==> config.mk <==
export PLATFORM = sky130hd
export DESIGN_NAME = demux
export DESIGN_NICKNAME = d
export VERILOG_FILES = /design/src/rtl/demux.sv
export SDC_FILE = /design/constraint.sdc
export NUM_CORES = 2
export LEC_CHECK = 0
export CAP_MARGIN = 25
export CORE_MARGIN = 4
export CORE_UTILIZATION = 50
export CTS_BUF_LIST = sky130_fd_sc_hd__clkbuf_2
export CTS_CLUSTER_DIAMETER = 60
export DETAILED_ROUTE_END_ITERATION = 6
export PLACE_DENSITY = 0.75
export SYNTH_ARGS = -nofsm -noshare
export SYNTH_HDL_FRONTEND = slang
export SYNTH_SLANG_ARGS = --single-unit
==> constraint.sdc <==
create_clock -name clk -period 3.45 [get_ports clk]
set_clock_uncertainty 0.2 [all_clocks]
set_input_delay 0.8625 -clock clk [delete_from_list [all_inputs] [get_ports clk]]
set_output_delay 0.8625 -clock clk [all_outputs]
set_load 0.02 [all_outputs]
==> src/rtl/demux.sv <==
// Frame deserializer: rebuilds 16 parallel words from the time-multiplexed sample stream
// using a free-running frame counter, a shadow bank and a single commit edge.
module demux #(
   parameter int unsigned DATA_W     = 32,
   parameter int unsigned FRAME_LEN  = 42,
   parameter int unsigned FIRST_SLOT = 25
) (
   input  logic                     clk,
   input  logic                     rst_n,
   input  logic signed [DATA_W-1:0] din,
   input  logic                     sync_in,
   output logic signed [DATA_W-1:0] d1,
   output logic signed [DATA_W-1:0] d2,
   output logic signed [DATA_W-1:0] d3,
   output logic signed [DATA_W-1:0] d4,
   output logic signed [DATA_W-1:0] d5,
   output logic signed [DATA_W-1:0] d6,
   output logic signed [DATA_W-1:0] d7,
   output logic signed [DATA_W-1:0] d8,
   output logic signed [DATA_W-1:0] d9,
   output logic signed [DATA_W-1:0] d10,
   output logic signed [DATA_W-1:0] d11,
   output logic signed [DATA_W-1:0] d12,
   output logic signed [DATA_W-1:0] d13,
   output logic signed [DATA_W-1:0] d14,
   output logic signed [DATA_W-1:0] d15,
   output logic signed [DATA_W-1:0] d16,
   output logic                     dout_valid,
   output logic                     sync_err,
   output logic [7:0]               frame_cnt
);

   localparam int unsigned NWORDS = 16;
   localparam int unsigned IDX_W  = 4;
   localparam int unsigned CNT_W  = (FRAME_LEN > 1) ? $clog2(FRAME_LEN) : 1;

   localparam logic [CNT_W-1:0] CNT_LAST   = CNT_W'(FRAME_LEN - 1);
   localparam logic [CNT_W-1:0] SLOT_PRE   = CNT_W'(FIRST_SLOT - 1);
   localparam logic [CNT_W-1:0] SLOT_BASE  = CNT_W'(FIRST_SLOT);
   localparam logic [CNT_W-1:0] SLOT_LAST  = CNT_W'(FIRST_SLOT + NWORDS - 1);

   typedef enum logic [1:0] {IDLE, CAPTURE, COMMIT} state_t;

   state_t                     state, state_nxt;
   logic [CNT_W-1:0]           count, count_nxt;
   logic [IDX_W-1:0]           slot_idx;
   logic                       cap_en_c, commit_c, abort_c;
   logic signed [DATA_W-1:0]   shadow [NWORDS];
   logic signed [DATA_W-1:0]   dreg   [NWORDS];

   assign slot_idx = IDX_W'(count - SLOT_BASE);

   // Frame counter: sync_in overrides the normal wrap
   always_comb begin
      count_nxt = count + CNT_W'(1);
      if (sync_in || count == CNT_LAST) count_nxt = '0;
   end

   always_ff @(posedge clk or negedge rst_n) begin
      if (!rst_n) begin
         state <= IDLE;
         count <= '0;
      end else begin
         state <= state_nxt;
         count <= count_nxt;
      end
   end

   // Next-state and control decode; sync_in during CAPTURE aborts the frame
   always_comb begin
      state_nxt = state;
      cap_en_c  = 1'b0;
      commit_c  = 1'b0;
      abort_c   = 1'b0;
      case (state)
         IDLE: begin
            if (!sync_in && count == SLOT_PRE) state_nxt = CAPTURE;
         end
         CAPTURE: begin
            if (sync_in) begin
               abort_c   = 1'b1;
               state_nxt = IDLE;
            end else begin
               cap_en_c = 1'b1;
               if (count == SLOT_LAST) begin
                  commit_c  = 1'b1;
                  state_nxt = COMMIT;
               end
            end
         end
         COMMIT:  state_nxt = IDLE;
         default: state_nxt = IDLE;
      endcase
   end

   // Shadow capture and parallel commit; the last word bypasses the shadow bank
   always_ff @(posedge clk or negedge rst_n) begin
      if (!rst_n) begin
         for (int i = 0; i < NWORDS; i++) begin
            shadow[i] <= '0;
            dreg[i]   <= '0;
         end
         dout_valid <= 1'b0;
         sync_err   <= 1'b0;
         frame_cnt  <= '0;
      end else begin
         if (cap_en_c) shadow[slot_idx] <= din;
         if (commit_c) begin
            for (int i = 0; i < NWORDS - 1; i++) dreg[i] <= shadow[i];
            dreg[NWORDS-1] <= din;
         end
         dout_valid <= commit_c;
         sync_err   <= abort_c;
         frame_cnt  <= frame_cnt + 8'(commit_c);
      end
   end

   assign d1  = dreg[0];
   assign d2  = dreg[1];
   assign d3  = dreg[2];
   assign d4  = dreg[3];
   assign d5  = dreg[4];
   assign d6  = dreg[5];
   assign d7  = dreg[6];
   assign d8  = dreg[7];
   assign d9  = dreg[8];
   assign d10 = dreg[9];
   assign d11 = dreg[10];
   assign d12 = dreg[11];
   assign d13 = dreg[12];
   assign d14 = dreg[13];
   assign d15 = dreg[14];
   assign d16 = dreg[15];

endmodule
==> impl_metrics.csv <==
group,metric,value,unit
finish,regMostFlops,"shadow",
worst_setup_path,cp_slowest_cell,"dlygate4sd2_1",
pwr,p_sw_share,25.75,%
pwr,pwr-share-comb,3.2,%
placement,hpwl,65.33,mm
flow_run,drv_cap,0,
route,drc_errors,0,
timing,finalCritPeriodShare,93.96,%
timing,slew_violations,0,
grt,grtUsageMet3,8.163,%
route,post_drt_wl_per_cell,23.65,µm
floorplan,start_util,50.54,%
worst_setup_path,worst_setup_path_startpoint,"d2[23]",
synthesis,async_flop_share,100.0,%
pwr,total_power,20.13,mW
timing,hold_viol,0,
pwr,p_int,14.94,mW
route,drt_wl_total,98.79,mm
synthesis,yosys_warnings,0,
synthesis,ys_types,30,
worst_setup_path,r2r-start,"count[0]",
synthesis,synth_edf_count,0,
synthesis,yosysMostFrequentCell,"dfrtp_1",
pwr,ir_drop,286.1,µV
clock_tree,cts_sinks,1010,
synthesis,synth_top_area_share,67.07,%
worst_setup_path,worst-path-max-fanout,2,
worst_setup_path,r2r_cells,7,
timing,period_needed,3.242,ns
timing,hold_slack,0.1962,ns
grt,met2_usage,41.65,%
synthesis,synth_area_leader_cell,"dfrtp_1",
clock_tree,clock_latency,1.42,ns
grt,grt_pass1_wl,149.1,mm
clock_tree,root_buffer,"clkbuf_2",
synthesis,syn-num-nets,2272,
synthesis,ys_seq_area_share,67.07,%
worst_setup_path,critical_path.top_delay_family,"buffers and inverters",
hold_path,whs_path_depth,1,
worst_setup_path,regToRegEndpoint,"shadow[336]",
worst_setup_path,endpoint_kind,"primary output",
floorplan,rows,100,
floorplan,core_area,0.07457,mm²
grt,overflow,0,
pwr,p_leak,26.23,nW
grt,grt_start_max_net_pins,94,
finish,fin_util,63.40,%
clock_tree,cts_setup_buffers,0,
synthesis,ys_ff_latch,1010,
grt,grt_antenna_before_repair,2,
route,dr.pass1.iters,4,
worst_setup_path,slowest_delay,0.41,ns
finish,syn2layout_area_growth,25.46,%
route,dr.first_iter.drc_count,985,
pwr,powerDensity,425.7,mW/mm²
timing,rsz0062_at_grt,"no",
worst_setup_path,worst_ep_arrival_time,2.18,ns
worst_setup_path,startpoint_type,"flop",
timing,setup_violations,0,
timing,relSlewSlack,29.76,%
synthesis,syn_area,0.03768,mm²
pwr,clockPowerShare,37.5,%
worst_setup_path,critPathRequiredTime,2.39,ns
grt,grt_usage,24.88,%
synthesis,syn_inst,2228,
pwr,switchingPower,5.184,mW
floorplan,die_y,282.5,µm
hold_path,min_to,"d8[17]",
clock_tree,h-tree-depth,4,
placement,gp_congestion,0.8020,
finish,largest_reg_flops,480,
worst_setup_path,crit_buf_inv,1,
synthesis,ys.flop_type,"dfrtp_1",
clock_tree,cts_buffers,241,
route,vias,22080,
placement,post-place-ws,0.1626,ns
timing,tns,0,ns
hold_path,hold_class,"reg -> reg",
finish,drive_above_1_share,47.60,%
run_status,run_status,"complete, no violations",
worst_setup_path,crit_type,"reg -> out",
timing,max_freq,308.5,MHz
synthesis,synth.area.top_cells,"dfrtp_1 67%, mux2_2 29%, buf_2 1.3%",
finish,nets,3061,
hold_path,worstHoldStart,"shadow[273]",
floorplan,die_w,282.5,µm
placement,io_buffers,556,
synthesis,synth_common_cells,"1,010 x dfrtp_1, 956 x mux2_2, 101 x buf_2",
timing,setup_slack,0.2083,ns
floorplan,dieArea,0.07983,mm²
pwr,seq_power_share,59.2,%
worst_setup_path,r2r_setup_slack,0.29,ns
worst_setup_path,cp.depth,1,
clock_tree,clockBufferDepth,3,
timing,tightest_slew,1.050,ns
route,via_per_inst,5.285,
clock_tree,clk_pin_slew,0.11,ns
route,ant_nets,0,
worst_setup_path,path_cells,"dlygate4sd2_1",
clock_tree,cts_tree,"built",
floorplan,io_pins,557,
synthesis,syn_area_per_cell,16.91,µm²
grt,gr-usage-met1,30.15,%
grt,grt-busiest-layer,"met2",
grt,grt_pass1_vias,24460,
-- power by group through the flow --
stage / Clock, mW / Combinational [mW] / Sequential (mW)
3_3_place_gp: 0 / 0.622 / 12.1
6_report: 7.56 / 0.654 / 11.9
5_1_grt: 8.52 / 0.723 / 11.9
4_1_cts: 7.88 / 0.676 / 11.9
2_1_floorplan: 0 / 0.119 / 12.1
3_5_place_dp: 0 / 0.644 / 12.1
-- final cells by class --
cell class	count	area, µm²
Clock buffer	354	1772
Timing Repair Buffer	683	6718
Tap cell	969	1212
Antenna cell	3	7.507
Multi-Input combinational cell	1075	11870
Sequential cell	1010	25270
Fill cell	5579	27290
Clock inverter	78	404.1
Inverter	6	22.52
-- routing by layer --
layer | vias to the layer above | routed length (µm)
met3 | 184 | 7293
met2 | 647 | 49110
met4 | 0 | 3474
met5 | - | 0
li1 | 9580 | -
met1 | 11670 | 38910
-- how the worst max path moves through the flow --
stage,endpoint,slack [ns]
floorplan,frame_cnt[7],0.41
finish,d2[23],0.21
detailed placement,frame_cnt[7],0.16
global placement,frame_cnt[7],0.14
global route,frame_cnt[1],0.006
CTS,d5[18],0.0002
-- cells in the final DEF, fill, tap and decap left out, types with 2 or more instances in the layout --
| cell | n |
|---|---|
| o21ai_0 | 2 |
| buf_12 | 33 |
| and3_1 | 3 |
| clkbuf_2 | 355 |
| and2_1 | 4 |
| buf_8 | 2 |
| inv_1 | 6 |
| xnor2_1 | 6 |
| nor2_1 | 11 |
| inv_6 | 2 |
| nor2b_1 | 2 |
| o21ai_4 | 8 |
| mux2_2 | 956 |
| clkinv_8 | 3 |
| nand3_1 | 6 |
| clkdlybuf4s50_1 | 33 |
| dlygate4sd2_1 | 317 |
| clkinv_2 | 3 |
| clkinv_4 | 3 |
| clkdlybuf4s15_1 | 130 |
| a21boi_2 | 2 |
| nor2_4 | 6 |
| clkinv_1 | 61 |
| clkinvlp_4 | 3 |
| clkdlybuf4s15_2 | 74 |
| dlygate4sd3_1 | 25 |
| xor2_1 | 4 |
| buf_4 | 67 |
| dfrtp_1 | 1010 |
| diode_2 | 3 |
| ha_1 | 9 |
| nand2_1 | 7 |
| mux2_1 | 36 |
-- timing repair --
action	CTS	global route
hold buffers	26	0
cloned	0	0
gates resized for setup	801	1
hold endpoints to repair	1175	0
setup endpoints to repair	522	1
-- per-stage QoR --
stage / cells / area, µm²
floorplan: 2228 / 37680
global placement: 3716 / 45110
detailed placement: 3717 / 45130
CTS: 4175 / 47280
global route: 4176 / 47270
finish: 4178 / 47280
-- kinds of logic (layout without fill, tap and decap cells) --
kind of cell / count (synthesis) / after routing / share of synthesized area [%]
compound gates: 17 / 17 / 0.2955
mux: 992 / 992 / 29.64
xor+xnor: 10 / 10 / 0.2324
simple gates: 47 / 47 / 0.6442
fa+ha+maj: 9 / 9 / 0.2988
other cells: 0 / 3 / 0
flops: 1010 / 1010 / 67.07
buf+inv: 143 / 1121 / 1.819
No activity file was read; power rests on OpenSTA's default activity.
